File: src/rtl/jtshouse_scr_sched.sv
// Per-scanline scroll layer scheduler: latches the layer registers at line start and
// issues one render request per enabled layer in priority order. Optional: JTSHOUSE_SCHED_FLIP_EN.
module jtshouse_scr_sched #(
  parameter logic [8:0] HOFFSET = 9'd0,
  parameter logic [8:0] VOFFSET = 9'd0
) (
  input  logic        clk,
  input  logic        rst,
  input  logic        hs,
  input  logic [8:0]  vrender,
  input  logic [63:0] hscr,
  input  logic [63:0] vscr,
  input  logic [5:0]  enb,
  input  logic [17:0] prio,
  input  logic [17:0] pal,
`ifdef JTSHOUSE_SCHED_FLIP_EN
  input  logic        flip,
`endif
  output logic        req,
  input  logic        ack,
  output logic [2:0]  layer,
  output logic [8:0]  row,
  output logic [8:0]  hpos,
  output logic [2:0]  lpal,
  output logic [2:0]  lprio,
  output logic        busy,
  output logic        line_done,
  output logic        overrun
);

  // Handshake: req rises with the request fields and both hold until ack is sampled
  // high on a clock edge; ack while req is low has no effect.
  typedef enum logic [1:0] {IDLE, SCAN, REQ} state_t;

  state_t state_q, state_d;

  logic            hs_l_q;
  logic [5:0]      enb_q, enb_d;
  logic [5:0][2:0] prio_q, prio_d;
  logic [5:0][2:0] pal_q, pal_d;
  logic [3:0][8:0] hscr_q, hscr_d;
  logic [3:0][8:0] vscr_q, vscr_d;
  logic [8:0]      vrender_q, vrender_d;
  logic [2:0]      p_q, p_d, l_q, l_d;
  logic            req_q, req_d;
  logic [2:0]      layer_q, layer_d, lpal_q, lpal_d, lprio_q, lprio_d;
  logic [8:0]      row_q, row_d, hpos_q, hpos_d;
  logic            line_done_q, line_done_d;
  logic            overrun_q, overrun_d;
  logic            flip_q;

  logic       start, match, last_slot;
  logic [8:0] row_calc, hpos_calc;
  logic       unused_scr;

  // Only the low 9 bits of each 16-bit scroll word address the tilemap.
  assign unused_scr = ^{hscr[15:9], hscr[31:25], hscr[47:41], hscr[63:57],
                        vscr[15:9], vscr[31:25], vscr[47:41], vscr[63:57]};

`ifdef JTSHOUSE_SCHED_FLIP_EN
  always_ff @(posedge clk) begin
    if (rst)        flip_q <= 1'b0;
    else if (start) flip_q <= flip;
  end
`else
  assign flip_q = 1'b0;
`endif

  assign start     = hs & ~hs_l_q;
  assign match     = enb_q[l_q] && (prio_q[l_q] == p_q);
  assign last_slot = (p_q == 3'd7) && (l_q == 3'd5);

  always_comb begin
    row_calc  = vrender_q;
    hpos_calc = 9'd0;
    if (l_q < 3'd4) begin
      row_calc  = vrender_q + vscr_q[l_q[1:0]] + VOFFSET;
      hpos_calc = hscr_q[l_q[1:0]] + HOFFSET;
    end
    if (flip_q) begin
      row_calc  = ~row_calc;
      hpos_calc = 9'd0 - hpos_calc;
    end
  end

  // State register
  always_ff @(posedge clk) begin
    if (rst) state_q <= IDLE;
    else     state_q <= state_d;
  end

  // Next state
  always_comb begin
    state_d = state_q;
    case (state_q)
      IDLE: if (start) state_d = SCAN;
      SCAN: begin
        if (start)          state_d = SCAN;
        else if (match)     state_d = REQ;
        else if (last_slot) state_d = IDLE;
      end
      REQ: begin
        if (start)    state_d = SCAN;
        else if (ack) state_d = last_slot ? IDLE : SCAN;
      end
      default: state_d = IDLE;
    endcase
  end

  // Outputs and slot walk
  always_comb begin
    enb_d       = enb_q;
    prio_d      = prio_q;
    pal_d       = pal_q;
    hscr_d      = hscr_q;
    vscr_d      = vscr_q;
    vrender_d   = vrender_q;
    p_d         = p_q;
    l_d         = l_q;
    req_d       = req_q;
    layer_d     = layer_q;
    row_d       = row_q;
    hpos_d      = hpos_q;
    lpal_d      = lpal_q;
    lprio_d     = lprio_q;
    line_done_d = 1'b0;
    overrun_d   = 1'b0;
    if (start) begin
      enb_d     = enb;
      prio_d    = prio;
      pal_d     = pal;
      vrender_d = vrender;
      for (int n = 0; n < 4; n++) begin
        hscr_d[n] = hscr[n*16 +: 9];
        vscr_d[n] = vscr[n*16 +: 9];
      end
      p_d       = 3'd0;
      l_d       = 3'd0;
      req_d     = 1'b0;
      overrun_d = (state_q != IDLE);
    end else begin
      case (state_q)
        SCAN: begin
          if (match) begin
            req_d   = 1'b1;
            layer_d = l_q;
            row_d   = row_calc;
            hpos_d  = hpos_calc;
            lpal_d  = pal_q[l_q];
            lprio_d = p_q;
          end else begin
            l_d         = (l_q == 3'd5) ? 3'd0 : l_q + 3'd1;
            p_d         = (l_q == 3'd5) ? p_q + 3'd1 : p_q;
            line_done_d = last_slot;
          end
        end
        REQ: begin
          if (ack) begin
            req_d       = 1'b0;
            l_d         = (l_q == 3'd5) ? 3'd0 : l_q + 3'd1;
            p_d         = (l_q == 3'd5) ? p_q + 3'd1 : p_q;
            line_done_d = last_slot;
          end
        end
        default: ;
      endcase
    end
  end

  always_ff @(posedge clk) begin
    if (rst) begin
      hs_l_q      <= 1'b0;
      enb_q       <= '0;
      prio_q      <= '0;
      pal_q       <= '0;
      hscr_q      <= '0;
      vscr_q      <= '0;
      vrender_q   <= '0;
      p_q         <= '0;
      l_q         <= '0;
      req_q       <= 1'b0;
      layer_q     <= '0;
      row_q       <= '0;
      hpos_q      <= '0;
      lpal_q      <= '0;
      lprio_q     <= '0;
      line_done_q <= 1'b0;
      overrun_q   <= 1'b0;
    end else begin
      hs_l_q      <= hs;
      enb_q       <= enb_d;
      prio_q      <= prio_d;
      pal_q       <= pal_d;
      hscr_q      <= hscr_d;
      vscr_q      <= vscr_d;
      vrender_q   <= vrender_d;
      p_q         <= p_d;
      l_q         <= l_d;
      req_q       <= req_d;
      layer_q     <= layer_d;
      row_q       <= row_d;
      hpos_q      <= hpos_d;
      lpal_q      <= lpal_d;
      lprio_q     <= lprio_d;
      line_done_q <= line_done_d;
      overrun_q   <= overrun_d;
    end
  end

  assign req       = req_q;
  assign layer     = layer_q;
  assign row       = row_q;
  assign hpos      = hpos_q;
  assign lpal      = lpal_q;
  assign lprio     = lprio_q;
  assign busy      = (state_q != IDLE);
  assign line_done = line_done_q;
  assign overrun   = overrun_q;

endmodule

File: config.mk
export PLATFORM = sky130hd
export DESIGN_NAME = jtshouse_scr_sched
export DESIGN_NICKNAME = d
export VERILOG_FILES = /design/src/rtl/jtshouse_scr_sched.sv
export SDC_FILE = /design/constraint.sdc
export NUM_CORES = 1
export LEC_CHECK = 0
export ABC_AREA = 1
export BUFFER_PORTS_ARGS = -buffer_cell sky130_fd_sc_hd__clkbuf_2
export CORE_UTILIZATION = 45
export DETAILED_ROUTE_END_ITERATION = 6
export GPL_TIMING_DRIVEN = 0
export HOLD_SLACK_MARGIN = 0.12
export PLACE_DENSITY = 0.68
export SETUP_SLACK_MARGIN = 0.5
export SLEW_MARGIN = 30
export SYNTH_ARGS = -nofsm -noshare
export SYNTH_HDL_FRONTEND = slang
export SYNTH_SLANG_ARGS = --single-unit
File: constraint.sdc
create_clock -name clk -period 7 [get_ports clk]
set_clock_uncertainty 0.2 [all_clocks]
set_input_delay 1.4 -clock clk [delete_from_list [all_inputs] [get_ports clk]]
set_output_delay 1.4 -clock clk [all_outputs]
set_load 0.05 [all_outputs]
==> results of run 1 <==
cell families after synthesis:
kind of cell,count (synthesis)
muxes,1
xor gates and xnor gates,6
adders and majority gates,15
buffers and inverters,172
AOI/OAI and AO/OA,227
and+or+nand+nor,381
DFF,162
metal layers:
| layer | vias up | part of all wire (%) | global-route usage (%) |
|---|---|---|---|
| met5 | - | 0 | 0 |
| met2 | 252 | 45 | 42.5 |
| met3 | 29 | 6.7 | 5.43 |
| met4 | 0 | 1.9 | 8.86 |
| met1 | 3178 | 47 | 37.5 |
| li1 | 3550 | - | - |
critical path, delay by kind of cell (launching register included):
family,cells,cell delay (ns)
buffers and inverters,7,1.52
AO/OA/AOI/OAI,6,0.92
adder cells (fa/ha/maj),2,0.62
flip-flops,1,0.31
XOR/XNOR,1,0.19
AND/OR/NAND/NOR,1,0.09
metrics by stage:
step           hold WS [ns]  utilization, %
3_3_place_gp          0.222            53.3
6_report              0.244            57.0
3_5_place_dp          0.228            53.3
2_1_floorplan         0.214               -
4_1_cts               0.243            57.0
5_1_grt               0.262            57.0
state kept, by name, summed over array words and instances (netlist names):
name / flops
l_q: 3
row: 9
pal_q: 18
lprio: 3
vscr_q: 36
hs_l_q: 1
vrender_q: 9
state_q: 2
prio_q: 18
enb_q: 6
lpal: 3
layer: 3
overrun: 1
hscr_q: 36
line_done: 1
hpos: 9
p_q: 3
req: 1
power by group through the flow:
stage                     Sequential (uW)  Clock (uW)  Combinational (uW)
after detailed placement             1040           0                 697
after floorplan                      1070           0                 455
final                                1020         911                 710
after CTS                            1020         917                 702
after global routing                 1020         958                 790
after global placement               1030           0                 692
cell type report:
type	count	area (um2)	area share, %
Buffer	67	325	3.73
Timing Repair Buffer	157	786	9.00
Tap cell	211	264	3.02
Multi-Input combinational cell	630	3150	36.0
Clock inverter	5	77.6	0.889
Inverter	105	397	4.54
Sequential cell	162	3240	37.1
Clock buffer	24	492	5.63
placed cells by master, fill, tap and decap left out, types with 2 or more instances in the layout:
| master | Yosys | layout |
|---|---|---|
| nand2_1 | 200 | 200 |
| dfxtp_1 | 162 | 162 |
| clkbuf_2 | 0 | 157 |
| nand3_1 | 144 | 144 |
| o21ai_0 | 121 | 121 |
| inv_1 | 102 | 102 |
| a21oi_1 | 69 | 69 |
| clkbuf_1 | 47 | 50 |
| nor2_1 | 22 | 22 |
| clkbuf_16 | 0 | 17 |
| o221ai_1 | 15 | 15 |
| ha_1 | 14 | 14 |
| a31oi_1 | 10 | 10 |
| buf_6 | 9 | 9 |
| buf_1 | 6 | 6 |
| o211ai_1 | 6 | 6 |
| buf_2 | 5 | 5 |
| nor2_2 | 4 | 4 |
| clkbuf_8 | 0 | 4 |
| xor2_1 | 3 | 3 |
| xnor2_1 | 3 | 3 |
| inv_2 | 2 | 2 |
| nor2_4 | 2 | 2 |
| nand2_2 | 2 | 2 |
| o21ai_1 | 2 | 2 |
| nand4_1 | 2 | 2 |
| nor3_1 | 2 | 2 |
| clkinv_2 | 0 | 2 |
| bufinv_16 | 0 | 2 |
final timing paths:
check / start / to / slack, ns / cells after the start
hold reg to reg: hscr_q[12] / hscr_q[12] / 0.24 / 2
setup reg to reg: l_q[0] / row[8] / 3.02 / 17
setup / recovery: l_q[0] / row[8] / 3.02 / 17
hold / removal: hscr_q[12] / hscr_q[12] / 0.24 / 2
==> results.yml, run 1 <==
status:
  status: "completed"
critical_path:
  max_stage_delay_ns: 0.48
  crit_required_ns: 7.11
  cp_slowest_cell: "clkbuf_1"
  crit_fanout: 10
  critical_path_class: "reg2reg"
  arrival_ns: 4.09
  cp-start-kind: "register"
  endpoint_kind: "register"
  cp_cell_sequence: "buf_6 -> inv_4 -> buf_2 -> buf_1 -> clkbuf_1 -> o21ai_0 -> o221ai_1 -> ha_1 -> inv_1 -> fa_1 -> inv_1 -> nand4_1 -> o211ai_1 -> a21oi_1 -> xor2_1 -> a21boi_0 -> a21oi_1"
finish:
  finalNonFillerCells: 1361
  drive_above_1_share_pct: 18.3
  finish.instance_area_um2: 8730
  final_nets: 1338
  syn_to_final_growth_pct: 22.8
  diodes: 0
  num-fill-cells: 1548
detailed_routing:
  wl_um: 21600
  drc: 0
  vias_per_cell: 5.15
  wl_per_cell_um: 15.9
  num_vias: 7009
  postRouteAntennaNets: 0
  dr.pass1.iters: 5
  drt-initial-drc-count: 554
synthesis:
  synth_top_family_by_area: "simple AND/OR/NAND/NOR gates"
  synthAdderAreaFrac_pct: 2.74
  async_reset_ff_share_pct: 0
  synth_compound_area_share_pct: 17.3
  ys_seq_area_share_pct: 45.6
  syn_area_per_cell_um2: 7.38
  yosys.area_share.xor_xnor_pct: 0.739
  synth.area.mux_share_pct: 0.141
  synthesis.area_um2: 7110
  yosys.area_share.simple_pct: 23.3
  ys_ff_latch: 162
  synth_top_area_cell: "dfxtp_1"
  syn_inst: 964
  yosys_warnings: 0
  synth_top_area_share_pct: 45.6
  synth_cell_types: 34
  ys.flop_type: "dfxtp_1"
  synth_commonest_cells: "200 x nand2_1, 162 x dfxtp_1, 144 x nand3_1, 121 x o21ai_0, 102 x inv_1"
  ys_top_cells_by_area: "dfxtp_1 46%, nand2_1 11%, nand3_1 10%"
  synth_edf_count: 0
  synth_fp_nets: 1162
  yosysMostFrequentCell: "nand2_1"
sta:
  final_max_slew_viol_count: 0
  tightest_slew_ns: 0.881
  rsz0062_at_grt: "false"
  final_hold_viol_count: 0
  min_period_ns: 3.98
  fin_ws_ns: 3.02
  period_share_pct: 56.9
  fmax_mhz: 251
  setup_viol: 0
  slew-limit-headroom_pct: 41.0
  setup_tns_ns: 0
die:
  io_pins: 214
  row_count: 45
  die_area_um2: 16300
  initial_core_util_pct: 46.4
  die_w_um: 128
  die_h_um: 128
  core-area_um2: 15300
power_and_ir_drop:
  powerDensity_nw_per_um2: 302
  p_total_uw: 2640
  clkPwrFrac_pct: 34.5
  ir_worst_vdd_mv: 0.212
  pwr-share-comb_pct: 26.9
  power.switching_uw: 864
  internal_power_uw: 1770
  power_frac_seq_pct: 38.5
  leakagePower_uw: 0.00390
  swShare_pct: 32.7
global_route:
  grtUsageTotal_pct: 27.1
  grt_max_degree: 17
  antenna_found_initial: 0
  grt_pass1_vias: 6405
  grt-ovfl-total: 0
  grt_pass1_wl_um: 33400
clocking:
  cts_buffers: 17
  clock_path_buffers: 2
  cts.clk_slew.worst_paths_ns: 0.06
  ctsHoldBuffers: 0
  cts_root_buf: "clkbuf_16"
  post_cts_buffers: 0
  h-tree-depth: 4
  post_cts_resized: 0
  insertion_delay_ns: 0.43
  clock-sinks: 162
  cts_tree: "built"
run:
  drv_cap: 0
placement:
  placed_area_um2: 8160
  dp.cells: 1332
  place_hpwl_um: 15900
  globalplace.congestion: 0.842
  numPortBuffers: 157
  place_ws_ns: 3.08
hold_path:
  min_path_type: "reg2reg"
Note: power is estimated with default switching activity, not from simulation.
==> run 2: changes to the inputs <==
--- a/config.mk
+++ b/config.mk
@@ -11,7 +11,7 @@
 export DETAILED_ROUTE_END_ITERATION = 6
 export GPL_TIMING_DRIVEN = 0
 export HOLD_SLACK_MARGIN = 0.12
-export PLACE_DENSITY = 0.68
+export PLACE_DENSITY = 0.71
 export SETUP_SLACK_MARGIN = 0.5
 export SLEW_MARGIN = 30
 export SYNTH_ARGS = -nofsm -noshare
==> constraint.sdc (replaced) <==
create_clock -name clk -period 3.6 [get_ports clk]
set_clock_uncertainty 0.2 [all_clocks]
set_input_delay 0.72 -clock clk [delete_from_list [all_inputs] [get_ports clk]]
set_output_delay 0.72 -clock clk [all_outputs]
set_load 0.05 [all_outputs]
==> run 2 against run 1 <==
Against the previous run:
- clock power is 100% higher
- sequential power increased by 94%
- register-to-register slack worse by 2.4 ns
- first-iteration DRC count decreased by 14%
- worst setup slack got worse by 2.4 ns
- critical endpoint unchanged
- maximum frequency increased by 33%
- combinational power rose by 100%
- hold slack about the same
- final cell count up 0.15%
- die area unchanged
- critical path depth decreased by 2
==> results.yml, run 2 (synthesis gave the netlist of run 1 again) <==
sta:
  final_hold_viol_count: 0
  rsz0062_at_grt: "true"
  tightest_slew_ns: 1.02
  slew-limit-headroom_pct: 31.6
  period_share_pct: 83.3
  setup_viol: 0
  final_max_slew_viol_count: 0
  min_period_ns: 3.00
  fmax_mhz: 333
die:
  die_h_um: 128
  die_area_um2: 16300
  initial_core_util_pct: 46.4
  die_w_um: 128
  core-area_um2: 15300
  row_count: 45
  io_pins: 214
critical_path:
  cp-start-kind: "register"
  crit_required_ns: 3.76
  crit_fanout: 10
  r2r_setup_slack_ns: 0.60
  worst_r2r_startpoint: "l_q[0]"
  endpoint_kind: "register"
  cp-startpoint: "l_q[0]"
  arrival_ns: 3.16
  critical_path_class: "reg2reg"
  worst_r2r_path_depth: 15
  timing.rr.end: "row[8]"
global_route:
  grt_pass1_vias: 6633
  antenna_found_initial: 0
  grt_pass1_wl_um: 33300
  grt-ovfl-total: 0
  grt_max_degree: 17
  grtUsageTotal_pct: 26.9
placement:
  place_hpwl_um: 15900
  placed_area_um2: 8160
  globalplace.congestion: 0.920
  numPortBuffers: 157
  dp.cells: 1332
power_and_ir_drop:
  leakagePower_uw: 0.00398
  powerDensity_nw_per_um2: 596
  ir_worst_vdd_mv: 0.435
finish:
  num-fill-cells: 1484
  finish.instance_area_um2: 8880
  final_cell_mix: "198 x nand2_1, 162 x dfxtp_1, 157 x clkbuf_2"
  final_core_utilization_pct: 58.0
  layout_commonest_cell: "nand2_1"
  drive_above_1_share_pct: 19.6
  syn_to_final_growth_pct: 24.9
  layout.area.seq_um2: 3240
  multi_input_area_um2: 3170
  final_nets: 1340
  diodes: 0
  top_regs: "hscr_q x36, vscr_q x36"
  finalNonFillerCells: 1363
hold_path:
  holdPathStages: 2
  min_path_type: "reg2reg"
  hold_start: "hscr_q[15]"
  hold_end: "hscr_q[15]"
detailed_routing:
  drc: 0
  vias_per_cell: 5.17
  wl_per_cell_um: 15.6
  dr.pass1.iters: 6
  wl_um: 21300
  num_vias: 7043
  drt-initial-drc-count: 477
  postRouteAntennaNets: 0
clocking:
  insertion_delay_ns: 0.44
  clock-sinks: 162
  cts_root_buf: "clkbuf_16"
  ctsHoldBuffers: 0
  cts.clk_slew.worst_paths_ns: 0.06
  cts_tree: "built"
  clock_path_buffers: 2
  h-tree-depth: 4
  cts_buffers: 17
run:
  drv_cap: 0
status:
  status: "completed"
## run 2: per-layer routing
layer / share of wire (%) / up-vias / track usage (%) / wire length, um
met1: 46 / 3230 / 35.8 / 9810
met2: 46 / 231 / 43.8 / 9740
met3: 6.4 / 27 / 4.84 / 1350
met5: 0 / - / 0 / 0
met4: 1.7 / 0 / 9.83 / 366
li1: - / 3555 / - / -
## run 2: report_power, final
| group | internal [uW] | switching [uW] | total, uW |
|---|---|---|---|
| logic | 513 | 941 | 1450 |
| registers | 1920 | 61.8 | 1980 |
| clock network | 1160 | 700 | 1860 |
| total | 3590 | 1700 | 5290 |
## run 2: worst max path at each step
stage,end,slack [ns],depth (start not counted)
after global routing,row[4],0.49,15
final,row[8],0.60,15
after detailed placement,row[8],-0.32,17
after CTS,row[8],0.53,14
after global placement,row[8],-0.32,17
after floorplan,row[8],0.56,17
## run 2: area by class of cell
cell class / count / area share, %
repair buffers: 159 / 9.02
clock buffers: 26 / 6.07
well taps: 211 / 2.97
clock inverters: 3 / 0.761
multi-input cells: 630 / 35.7
plain buffers: 67 / 4.49
inverters: 105 / 4.47
flip-flops and latches: 162 / 36.5
## run 2: critical path: stages, from the launching register on
cell      delay [ns]
dfxtp_1         0.34
buf_6           0.14
inv_4           0.07
buf_12          0.15
buf_8           0.14
clkbuf_8        0.17
o21ai_0         0.22
o221ai_1        0.20
ha_1            0.36
buf_4           0.15
nand4_1         0.08
o211ai_1        0.14
a21oi_2         0.20
xor2_1          0.15
a21boi_1        0.08
a21oi_1         0.15
## run 2: repair_timing
| item | 4_1_cts | 5_1_grt |
|---|---|---|
| setup endpoints to repair | 8 | 5 |
| setup buffers | 1 | 1 |
| pin swaps | 1 | 3 |
| resized for setup | 25 | 10 |
## run 2: metrics by stage
stage	power [uW]	setup slack, ns	hold slack (ns)	setup TNS, ns
floorplan	2960	0.555	0.214	0
finish	5290	0.600	0.244	0
global route	5540	0.493	0.258	0
global placement	3350	-0.316	0.224	-0.563
CTS	5260	0.526	0.247	0
detailed placement	3370	-0.323	0.227	-0.560
